**config.mk**
```make
export PLATFORM = sky130hd
export DESIGN_NAME = envelope_vca
export DESIGN_NICKNAME = d
export VERILOG_FILES = /design/src/rtl/envelope_vca.sv
export SDC_FILE = /design/constraint.sdc
export NUM_CORES = 1
export LEC_CHECK = 0
export CAP_MARGIN = 20
export CORE_MARGIN = 5
export CORE_UTILIZATION = 45
export CTS_BUF_LIST = sky130_fd_sc_hd__clkbuf_8
export DETAILED_ROUTE_END_ITERATION = 8
export PLACE_DENSITY = 0.62
export REMOVE_ABC_BUFFERS = 1
export SYNTH_ARGS = -nofsm -noshare
export SYNTH_HDL_FRONTEND = slang
export SYNTH_HIERARCHICAL = 1
export SYNTH_SLANG_ARGS = --single-unit
```
**constraint.sdc**
```tcl
create_clock -name clk_i -period 7.87 [get_ports clk_i]
set_clock_uncertainty 0.15 [all_clocks]
set_input_delay 1.574 -clock clk_i [delete_from_list [all_inputs] [get_ports clk_i]]
set_output_delay 1.574 -clock clk_i [all_outputs]
set_load 0.005 [all_outputs]
```
**src/rtl/envelope_vca.sv**
```systemverilog
// Three-voice ADSR envelope generator feeding a sequential shift-add VCA.
// Each request advances one voice's envelope a tick, then scales voice_i by that level.

module vca_mult #(
  parameter int A_W = 24,
  parameter int B_W = 16
) (
  input  logic               clk_i,
  input  logic               rst_ni,
  input  logic               start_i,
  input  logic [A_W-1:0]     a_i,
  input  logic [B_W-1:0]     b_i,
  output logic               ready_o,
  output logic               done_o,
  output logic [A_W+B_W-1:0] prod_o
);
  localparam int P_W = A_W + B_W;
  localparam int C_W = $clog2(B_W + 1);

  logic [P_W-1:0] a_q;
  logic [P_W-1:0] acc_q;
  logic [B_W-1:0] b_q;
  logic [C_W-1:0] cnt_q;
  logic           busy_q;

  assign ready_o = !busy_q;
  assign done_o  = busy_q && (cnt_q == C_W'(B_W));
  assign prod_o  = acc_q;

  // B is unsigned, so summing shifted copies of the sign-extended A is exact mod 2^P_W.
  always_ff @(posedge clk_i or negedge rst_ni) begin
    if (!rst_ni) begin
      a_q    <= '0;
      acc_q  <= '0;
      b_q    <= '0;
      cnt_q  <= '0;
      busy_q <= 1'b0;
    end else if (start_i && !busy_q) begin
      a_q    <= {{B_W{a_i[A_W-1]}}, a_i};
      b_q    <= b_i;
      acc_q  <= '0;
      cnt_q  <= '0;
      busy_q <= 1'b1;
    end else if (done_o) begin
      busy_q <= 1'b0;
    end else if (busy_q) begin
      if (b_q[0]) acc_q <= acc_q + a_q;
      a_q   <= a_q << 1;
      b_q   <= b_q >> 1;
      cnt_q <= cnt_q + C_W'(1);
    end
  end
endmodule

module envelope_vca #(
  parameter int NUM_VOICES = 3,
  parameter int MULT_A_W   = 24,
  parameter int MULT_B_W   = 16
) (
  input  logic                         clk_i,
  input  logic                         rst_ni,
  input  logic                         start_i,
  input  logic [9:0]                   voice_i,
  input  logic [1:0]                   voice_idx_i,
  input  logic                         gate_i,
  input  logic [3:0]                   attack_i,
  input  logic [3:0]                   decay_i,
  input  logic [3:0]                   sustain_i,
  input  logic [3:0]                   release_i,
  output logic                         ready_o,
  output logic [MULT_A_W+MULT_B_W-1:0] prod_o,
  output logic [1:0]                   dbg_state_o
);
  // Handshake: a request transfers on a clock edge where start_i=1, ready_o=1 and
  // voice_idx_i names a stored voice; mult_start/mult_ready follow the same rule internally.
  typedef enum logic [1:0] {C_IDLE, C_ENV, C_MLOAD, C_MULT} ctrl_e;
  typedef enum logic [1:0] {EG_ATTACK, EG_DECAY, EG_RELEASE} eg_e;

  ctrl_e ctrl_q, ctrl_d;
  logic  accept, env_we, prod_we, mult_start, mult_ready, mult_done;
  logic [MULT_A_W+MULT_B_W-1:0] mult_prod;

  logic [1:0] idx_q;
  logic       gate_q;
  logic [3:0] att_q, dec_q, sus_q, rel_q;

  eg_e        est_q [NUM_VOICES];
  logic [7:0] env_q [NUM_VOICES];
  logic [10:0] rc_q [NUM_VOICES];
  logic [4:0] ec_q  [NUM_VOICES];
  logic       gp_q  [NUM_VOICES];

  eg_e        nx_st;
  logic [7:0] nx_env, target;
  logic [10:0] nx_rc;
  logic [4:0] nx_ec;
  logic [3:0] rate_idx;
  logic       step;

  function automatic logic [10:0] rate_lut(input logic [3:0] i);
    logic [10:0] r;
    case (i)
      4'd0:  r = 11'd1;    4'd1:  r = 11'd2;    4'd2:  r = 11'd4;    4'd3:  r = 11'd6;
      4'd4:  r = 11'd9;    4'd5:  r = 11'd14;   4'd6:  r = 11'd17;   4'd7:  r = 11'd20;
      4'd8:  r = 11'd25;   4'd9:  r = 11'd61;   4'd10: r = 11'd122;  4'd11: r = 11'd195;
      4'd12: r = 11'd244;  4'd13: r = 11'd732;  4'd14: r = 11'd1220; default: r = 11'd1953;
    endcase
    return r;
  endfunction

  // Steps per decrement grow as the level falls, approximating an exponential tail.
  function automatic logic [4:0] exp_period(input logic [7:0] e);
    logic [4:0] p;
    if (e >= 8'd94)      p = 5'd1;
    else if (e >= 8'd55) p = 5'd2;
    else if (e >= 8'd27) p = 5'd4;
    else if (e >= 8'd15) p = 5'd8;
    else if (e >= 8'd7)  p = 5'd16;
    else                 p = 5'd30;
    return p;
  endfunction

  assign accept = start_i && (ctrl_q == C_IDLE) && (int'(voice_idx_i) < NUM_VOICES);

  always_ff @(posedge clk_i or negedge rst_ni) begin
    if (!rst_ni) ctrl_q <= C_IDLE;
    else         ctrl_q <= ctrl_d;
  end

  always_comb begin
    ctrl_d = ctrl_q;
    case (ctrl_q)
      C_IDLE:  if (accept) ctrl_d = C_ENV;
      C_ENV:   ctrl_d = C_MLOAD;
      C_MLOAD: if (mult_ready) ctrl_d = C_MULT;
      C_MULT:  if (mult_done) ctrl_d = C_IDLE;
      default: ctrl_d = C_IDLE;
    endcase
  end

  always_comb begin
    ready_o    = (ctrl_q == C_IDLE);
    env_we     = (ctrl_q == C_ENV);
    mult_start = (ctrl_q == C_MLOAD) && mult_ready;
    prod_we    = (ctrl_q == C_MULT) && mult_done;
  end

  assign dbg_state_o = ctrl_q;

  // One envelope tick for the latched voice: gate edges first, then rate and level.
  always_comb begin
    nx_st  = est_q[idx_q];
    nx_env = env_q[idx_q];
    nx_rc  = rc_q[idx_q];
    nx_ec  = ec_q[idx_q];
    target = {sus_q, sus_q};
    if (gate_q && !gp_q[idx_q]) begin
      nx_st = EG_ATTACK;
      nx_rc = '0;
    end else if (!gate_q && gp_q[idx_q]) begin
      nx_st = EG_RELEASE;
      nx_rc = '0;
    end
    case (nx_st)
      EG_ATTACK: rate_idx = att_q;
      EG_DECAY:  rate_idx = dec_q;
      default:   rate_idx = rel_q;
    endcase
    nx_rc = nx_rc + 11'd1;
    step  = (nx_rc >= rate_lut(rate_idx));
    if (step) nx_rc = '0;
    if (step && nx_st == EG_ATTACK) begin
      if (nx_env != 8'hFF) nx_env = nx_env + 8'd1;
      if (nx_env == 8'hFF) nx_st = EG_DECAY;
    end else if (step && ((nx_st == EG_DECAY && nx_env > target) ||
                          (nx_st == EG_RELEASE && nx_env != 8'd0))) begin
      if (nx_ec + 5'd1 >= exp_period(nx_env)) begin
        nx_ec  = '0;
        nx_env = nx_env - 8'd1;
      end else begin
        nx_ec = nx_ec + 5'd1;
      end
    end
  end

  always_ff @(posedge clk_i or negedge rst_ni) begin
    if (!rst_ni) begin
      idx_q  <= '0;
      gate_q <= 1'b0;
      att_q  <= '0;
      dec_q  <= '0;
      sus_q  <= '0;
      rel_q  <= '0;
      prod_o <= '0;
      for (int v = 0; v < NUM_VOICES; v++) begin
        est_q[v] <= EG_RELEASE;
        env_q[v] <= '0;
        rc_q[v]  <= '0;
        ec_q[v]  <= '0;
        gp_q[v]  <= 1'b0;
      end
    end else begin
      if (accept) begin
        idx_q  <= voice_idx_i;
        gate_q <= gate_i;
        att_q  <= attack_i;
        dec_q  <= decay_i;
        sus_q  <= sustain_i;
        rel_q  <= release_i;
      end
      if (env_we) begin
        est_q[idx_q] <= nx_st;
        env_q[idx_q] <= nx_env;
        rc_q[idx_q]  <= nx_rc;
        ec_q[idx_q]  <= nx_ec;
        gp_q[idx_q]  <= gate_q;
      end
      if (prod_we) prod_o <= mult_prod;
    end
  end

  vca_mult #(.A_W(MULT_A_W), .B_W(MULT_B_W)) u_mult (
    .clk_i   (clk_i),
    .rst_ni  (rst_ni),
    .start_i (mult_start),
    .a_i     ({{(MULT_A_W-10){voice_i[9]}}, voice_i}),
    .b_i     ({{(MULT_B_W-8){1'b0}}, env_q[idx_q]}),
    .ready_o (mult_ready),
    .done_o  (mult_done),
    .prod_o  (mult_prod)
  );
endmodule

```
# ---- After elaboration in Yosys (flattened, before gate mapping)
# Memories as Yosys holds them, arrays and structs flattened.
# Cells that the tools add are included.
dict set report word_totals {
  n_memories 1
  output_inout_bits 43
  romBits 176
  input_bits 32
  regBits 244
}
# memory words width rd rd_clocked_by_memory_dff wr line_no
set memory_table {}
lappend memory_table {{(name not given)} 16 11 1 0 0 102} ;# case (i)
dict set report op_classes {
  eq_ne 12
  mux 72
  bitwise_logic 1
  add_sub_neg 6
  reduce_logical 26
  magnitude_cmp 11
}
# operator count
set ops {}
lappend ops {{2-to-1 mux 40 bit} 7}
lappend ops {{2-to-1 mux 5 bit} 15}
lappend ops {{2-to-1 mux 11 bit} 6}
lappend ops {{2-to-1 mux 8 bit} 8}
lappend ops {{2-to-1 mux 16 bit} 3}
lappend ops {{adder 40 bit} 1}
lappend ops {{bitwise mux 33 bit} 1}
lappend ops {{bitwise mux 24 bit} 1}
lappend ops {{binary-select mux 11 bit (select 2 bit)} 1}
lappend ops {{demux 11 bit (select 2 bit)} 1}
lappend ops {{2-to-1 mux 2 bit} 10}
lappend ops {{binary-select mux 8 bit (select 2 bit)} 1}
lappend ops {{demux 8 bit (select 2 bit)} 1}
lappend ops {{bitwise mux 15 bit} 1}
lappend ops {{logical AND 1 bit} 13}
lappend ops {{adder 11 x 1 -> 11 bit (second input constant)} 1}
lappend ops {{>= comparator 11 bit} 1}
lappend ops {{adder 5 x 1 -> 5 bit (second input constant)} 2}
lappend ops {{binary-select mux 5 bit (select 2 bit)} 1}
lappend ops {{demux 5 bit (select 2 bit)} 1}
lappend ops {{adder 8 x 1 -> 8 bit (second input constant)} 1}
lappend ops {{== test 8 bit (second input constant)} 1}
lappend ops {{>= comparator 8 x 3 -> 1 bit (second input constant)} 1}
lappend ops {{>= comparator 8 x 4 -> 1 bit (second input constant)} 1}
lappend ops {{other kinds (33)} 48}

# ---- Longest topological paths before layout
# An unclocked memory read counts as a cell.
dict set report depth {
  ltp_word 19
  mapped_depth 22
  depth_no_buf 18
}

# ---- Cells and area by module
# The synthesis kept the hierarchy.
# module seq_area_each_um2 n_inst cells_each area_per_inst_um2
set modules_own_cells {}
lappend modules_own_cells {envelope_vca 3557.2 1 773 7753.7}
lappend modules_own_cells {vca_mult 2552.4 1 751 6252.2}

# ---- Least setup slack after synthesis
# OpenSTA, ideal clock, no wires.
dict set report synth_path {
  path_kind {flip-flop to flip-flop}
  from {reg idx_q[1]}
  to {reg env_q[5] (netlist bit)}
  path_slack_ns 3.079
  arrival_ns 4.505
  setup_ns 0.136
  period_less_slack_ns 4.791
  path_stages_with_launch 22
  cell_sequence {dfrtp_1 > buf_6 > mux2_4 > or3_4 > and3_1 > buf_2 > nor2_1 > ha_1 > nand3_1 > nor3_1 > nand2_1 > nor3_1 > xnor2_1 > nor2_1 > ha_1 > o2111a_1 > a221oi_2 > clkbuf_1 > nor4_1 > a31o_1 > xnor2_1 > o21ai_0}
}
dict set report synth_via {
  elab_chain_cells 17
  elab_cells_between_ends 65
}
# element line_no
set synth_rtl {}
lappend synth_rtl {{start, declared} 83} ;# logic [1:0] idx_q;
lappend synth_rtl {{start signal, assigned} 204} ;# idx_q <= voice_idx_i;
lappend synth_rtl {{inverter 2 -> 3 bit (not written as such) (*)} --}
lappend synth_rtl {{binary-select mux 8 bit (select 2 bit)} 153} ;# nx_env = env_q[idx_q];
lappend synth_rtl {{2-to-1 mux 8 bit (not written as such) (2 in a row)} 153}
lappend synth_rtl {{>= comparator 8 x 3 -> 1 bit} 118} ;# else if (e >= 8'd7) p = 5'd16;
lappend synth_rtl {{2-to-1 mux 4 bit} 118}
lappend synth_rtl {{2-to-1 mux 5 bit} 117} ;# else if (e >= 8'd15) p = 5'd8;
lappend synth_rtl {{2-to-1 mux 5 bit} 116} ;# else if (e >= 8'd27) p = 5'd4;
lappend synth_rtl {{2-to-1 mux 5 bit} 115} ;# else if (e >= 8'd55) p = 5'd2;
lappend synth_rtl {{2-to-1 mux 5 bit} 114} ;# if (e >= 8'd94) p = 5'd1;
lappend synth_rtl {{2-to-1 mux 5 bit} 175} ;# end else if (step && ((nx_st == EG_DECAY && nx_env > target) ||
lappend synth_rtl {{2-to-1 mux 5 bit} 172} ;# if (step && nx_st == EG_ATTACK) begin
lappend synth_rtl {{>= comparator 5 bit} 177} ;# if (nx_ec + 5'd1 >= exp_period(nx_env)) begin
lappend synth_rtl {{2-to-1 mux 8 bit} 177}
lappend synth_rtl {{2-to-1 mux 8 bit} 175}
lappend synth_rtl {{2-to-1 mux 8 bit} 172}
lappend synth_rtl {{bitwise mux 24 bit (*)} 213} ;# env_q[idx_q] <= nx_env;
lappend synth_rtl {{end signal, assigned by index} 213}
lappend synth_rtl {{end, declared} 88} ;# logic [7:0] env_q [NUM_VOICES];
# Every way passes the cells marked *; elsewhere a longest branch is shown, timed or not. The select of a mux whose other input is x is not followed.
# A chain may end at the register's enable or synchronous reset.

# ---- Worst setup path after layout
dict set report layout_path {
  from {reg idx_q[1]}
  to {reg env_q[4] (netlist bit)}
}
# The elaborated chain is that of the path after synthesis.

==> flow_summary_export.csv <==
group,metric,value,unit
routing,drt-pass1-iter-count,5,
timing,timing.max_slew.rel_slack,0.332,
setup_path,critical_path_required,8.11,ns
floorplanning,die-area,0.0348,mm2
floorplanning,core_area,0.0307,mm2
cts,cts-buffers-inserted,44,
routing,postRouteWirelength,33900,um
layout,most_common_cell_after_layout_fill_and_taps_aside,"sky130_fd_sc_hd__nand2_1",
layout,antenna_cells,0,
layout,area_growth,13.6,%
setup_path,critical_path_arrival,6.16,ns
synth,syn_area_per_cell,9.19,um2
run,timing.max_cap.violations,0,
cts,clk_pin_slew,0.06,ns
setup_path,r2r_setup_slack,1.95,ns
setup_path,setup.worst_path.end,"env_q[4]$_DFFE_PN0P_",
synth,synth.mux.area_fraction,0.0691,
timing,pins_over_their_slew_limit,0,
hold_path,hold_class,"reg2reg",
place,dp.final_hpwl,22300,um
synth,synth-xor-area-share,0.0344,
timing,min_period_over_period,0.752,
routing,drt_first_iter_violations,831,
pwr,ir_drop,0.187,mV
setup_path,worstSetupEndpointType,"flop",
floorplanning,chipHeight,186,um
floorplanning,rows,64,
synth,part_of_the_yosys_area_used_for_sequential_elements,0.436,
routing,ant_nets,0,
cts,postCtsResizedCells,0,
setup_path,critPathKind,"reg2reg",
cts,cts-root-to-sink-buffers,3,
grt,grt.total_usage,0.192,
layout,layout.nets,1684,
synth,synth.distinct_cells,91,
cts,cts.sink_count,244,
cts,cts-hold-fix-buffers,0,
grt,wire_length_of_the_first_global_routing_pass,57400,um
cts,post_cts_buffers,0,
cts,cts_tree,"yes",
timing,report.final.hold_viol_count,0,
synth,synth_simple_gate_area_share,0.165,
cts,clock_tree.htree_level_count,2,
floorplanning,initial_core_util,0.457,
timing,timing.final.crit_period,5.92,ns
synth,post_synth_fa_ha_maj_area_fraction,0.0710,
synth,ys_dominant_reg_cell,"sky130_fd_sc_hd__dfrtp_1",
synth,synth_compound_area_frac,0.184,
routing,detailroute.via_count,11234,
routing,via_per_inst,5.62,
setup_path,rr_endpoint,"env_q[4]$_DFFE_PN0P_",
floorplanning,design.portCount,75,
synth,number_of_register_bits_inferred_by_synthesis,244,
synth,mappedNetlistArea,0.0140,mm2
setup_path,ff2ff_path_depth,18,
setup_path,cp_max_fo,28,
routing,drt-wirelength-per-cell,16.9,um
grt,grt_start_max_net_pins,148,
cts,worstSkewPairLatency,0.57,ns
grt,antenna_found_initial,0,
pwr,report.power.total,6.11,mW
pwr,static_power_due_to_leakage,7.27,nW
timing,setup-tns-final,0,ns
setup_path,critical_path.startpoint,"idx_q[1]$_DFFE_PN0P_",
timing,setup_violations,0,
pwr,cellPowerDensity,384,mW/mm2
floorplanning,die_w,186,um
outcome,status,"finished, final reports clean",
grt,globalRouteOverflowTotal,0,
timing,max_slew.worst_pin.slew,0.999,ns
layout,layout-drive-gt1-share,0.112,
setup_path,timing.critical_path.from_type,"flop",
synth,synth_top_family_by_area,"compound AO/OA/AOI/OAI gates",
layout,final_cell_mix,"sky130_fd_sc_hd__nand2_1 (279), sky130_fd_sc_hd__dfrtp_1 (240), sky130_fd_sc_hd__o21ai_0 (137)",
cts,clockRootBuffer,"sky130_fd_sc_hd__clkbuf_8",
layout,n_fill_cell,2886,
timing,achievable-frequency,169,MHz
timing,rsz0062_at_grt,"no",
place,routabilityCongestion,0.921,
setup_path,r2r-start,"idx_q[1]$_DFFE_PN0P_",
synth,synth_enable_flop_cells,0,
synth,netlist_instances,1524,
layout,layout.area.seq,0.00611,mm2
synth,yosys_warnings,6,
place,port_buffers,74,
synth,asyncSetResetFlopFracSynth,1.00,
grt,grt_pass1_vias,11432,
layout,multiInputGateArea,0.00738,mm2
routing,residual_drc,0,
==> stage by stage <==
step | setup WS (ns) | hold slack (ns) | cells | area, um2 | util
5_1_grt | 1.43 | 0.353 | 2000 | 15900 | 0.519
6_report | 1.95 | 0.327 | 2000 | 15900 | 0.519
3_5_place_dp | 1.98 | 0.314 | 1923 | 15000 | 0.489
4_1_cts | 1.93 | 0.328 | 1999 | 15900 | 0.518
3_3_place_gp | 2.14 | 0.310 | 1923 | 15000 | 0.489
2_1_floorplan | 1.96 | 0.292 | 1441 | 13600 | -
==> final cells by class <==
cell class              count  area share
flip-flops and latches    244       0.384
inverters                  43      0.0101
clock buffers              51      0.0441
repair buffers             87      0.0546
multi-input cells        1154       0.464
clock inverters            25      0.0117
well taps                 396      0.0311
==> where the power goes <==
group	switching, mW	total (mW)	leakage [nW]	internal [mW]
clock	0.528	1.21	0.515	0.686
sequential	0.304	1.94	3.21	1.64
combinational	1.77	2.95	3.55	1.18
==> Yosys cell counts (3+ instances only) <==
| library cell | instances | area (um2) |
|---|---|---|
| sky130_fd_sc_hd__nand4_1 | 18 | 113 |
| sky130_fd_sc_hd__mux2i_1 | 30 | 300 |
| sky130_fd_sc_hd__xnor2_1 | 31 | 272 |
| sky130_fd_sc_hd__nor2_1 | 98 | 368 |
| sky130_fd_sc_hd__nand3b_1 | 4 | 30.0 |
| sky130_fd_sc_hd__inv_1 | 41 | 154 |
| sky130_fd_sc_hd__a21o_1 | 21 | 158 |
| sky130_fd_sc_hd__dfstp_2 | 3 | 78.8 |
| sky130_fd_sc_hd__a21oi_1 | 62 | 310 |
| sky130_fd_sc_hd__nand2_1 | 283 | 1060 |
| sky130_fd_sc_hd__o21bai_1 | 3 | 22.5 |
| sky130_fd_sc_hd__nand3_1 | 62 | 310 |
| sky130_fd_sc_hd__a32oi_1 | 4 | 35.0 |
| sky130_fd_sc_hd__buf_6 | 5 | 56.3 |
| sky130_fd_sc_hd__nor2b_1 | 8 | 50.1 |
| sky130_fd_sc_hd__o31ai_1 | 11 | 82.6 |
| sky130_fd_sc_hd__or3_1 | 3 | 18.8 |
| sky130_fd_sc_hd__o221a_2 | 3 | 33.8 |
| sky130_fd_sc_hd__o21ai_0 | 138 | 691 |
| sky130_fd_sc_hd__dfrtp_1 | 241 | 6030 |
| sky130_fd_sc_hd__nor4_1 | 4 | 25.0 |
| sky130_fd_sc_hd__clkbuf_1 | 62 | 233 |
| sky130_fd_sc_hd__xor2_1 | 24 | 210 |
| sky130_fd_sc_hd__buf_1 | 8 | 30.0 |
| sky130_fd_sc_hd__o21ai_1 | 11 | 55.1 |
| sky130_fd_sc_hd__o21a_1 | 6 | 45.0 |
| sky130_fd_sc_hd__o211ai_1 | 9 | 67.6 |
| sky130_fd_sc_hd__o2bb2ai_1 | 6 | 52.6 |
| sky130_fd_sc_hd__a31oi_1 | 61 | 382 |
| sky130_fd_sc_hd__or2_2 | 3 | 18.8 |
| sky130_fd_sc_hd__a2bb2oi_1 | 7 | 61.3 |
| sky130_fd_sc_hd__buf_2 | 12 | 60.1 |
| sky130_fd_sc_hd__nand2b_1 | 7 | 43.8 |
| sky130_fd_sc_hd__nor3_1 | 11 | 55.1 |
| sky130_fd_sc_hd__mux2_2 | 58 | 653 |
| sky130_fd_sc_hd__and2_1 | 5 | 31.3 |
| sky130_fd_sc_hd__a211oi_1 | 11 | 82.6 |
| sky130_fd_sc_hd__ha_1 | 77 | 963 |
| sky130_fd_sc_hd__o22ai_1 | 4 | 25.0 |
| sky130_fd_sc_hd__nor3b_1 | 3 | 22.5 |
| sky130_fd_sc_hd__buf_4 | 3 | 22.5 |
==> critical path: stages (launching register included) <==
cell and delay [ns]:
sky130_fd_sc_hd__dfrtp_2 0.60, sky130_fd_sc_hd__nor2b_4 0.76, sky130_fd_sc_hd__a2bb2oi_1 0.25, sky130_fd_sc_hd__o211ai_1 0.14, sky130_fd_sc_hd__a21boi_2 0.46, sky130_fd_sc_hd__o22ai_1 0.13
sky130_fd_sc_hd__a31oi_1 0.74, sky130_fd_sc_hd__o211ai_1 0.17, sky130_fd_sc_hd__o21ai_0 0.15, sky130_fd_sc_hd__ha_1 0.26, sky130_fd_sc_hd__nand2b_1 0.14, sky130_fd_sc_hd__a211oi_1 0.23
sky130_fd_sc_hd__o221ai_1 0.17, sky130_fd_sc_hd__a221oi_2 0.26, sky130_fd_sc_hd__buf_4 0.31, sky130_fd_sc_hd__a21oi_4 0.14, sky130_fd_sc_hd__a41oi_1 0.28, sky130_fd_sc_hd__xor2_1 0.26
sky130_fd_sc_hd__o21ai_0 0.13
==> state kept, by name, summed over array words and instances, names as in the netlist, 4 cells and up <==
name and count:
prod_o 40, u_mult/a_q 40, u_mult/prod_o 40, rc_q 33
env_q 24, u_mult/b_q 16, ec_q 15, est_q 6
u_mult/cnt_q 5, att_q 4, dec_q 4, rel_q 4
sus_q 4
==> cell families (layout without fill, tap and decap cells) <==
family | count (synthesis) | count (layout)
buffers and inverters | 133 | 206
other | 1 | 8
multiplexers | 89 | 89
XOR/XNOR | 55 | 55
adder cells (fa/ha/maj) | 79 | 79
flip-flops | 244 | 244
AND/OR/NAND/NOR | 526 | 526
AO/OA/AOI/OAI | 397 | 397
==> how the worst min path moves through the flow <==
stage,start,end,slack (ns),cells after the start
after global routing,rc_q[15]$_DFFE_PN0P_,rc_q[15]$_DFFE_PN0P_,0.35,2
after detailed placement,rc_q[11]$_DFFE_PN0P_,rc_q[11]$_DFFE_PN0P_,0.31,2
after CTS,rc_q[11]$_DFFE_PN0P_,rc_q[11]$_DFFE_PN0P_,0.33,2
after floorplan,gp_q[1]$_DFFE_PN0P_,gp_q[1]$_DFFE_PN0P_,0.29,2
final,env_q[1]$_DFFE_PN0P_,env_q[1]$_DFFE_PN0P_,0.33,2
after global placement,gp_q[1]$_DFFE_PN0P_,gp_q[1]$_DFFE_PN0P_,0.31,2
==> per-layer routing <==
metal,vias up,routed length (um),track usage,share of wire
li1,5501,-,-,-
met1,5460,15600,0.255,0.46
met2,208,16300,0.328,0.48
met3,65,1230,0.0295,0.036
met4,0,739,0.0511,0.022
met5,-,0,0,0
(Power assumes the default switching activity.)
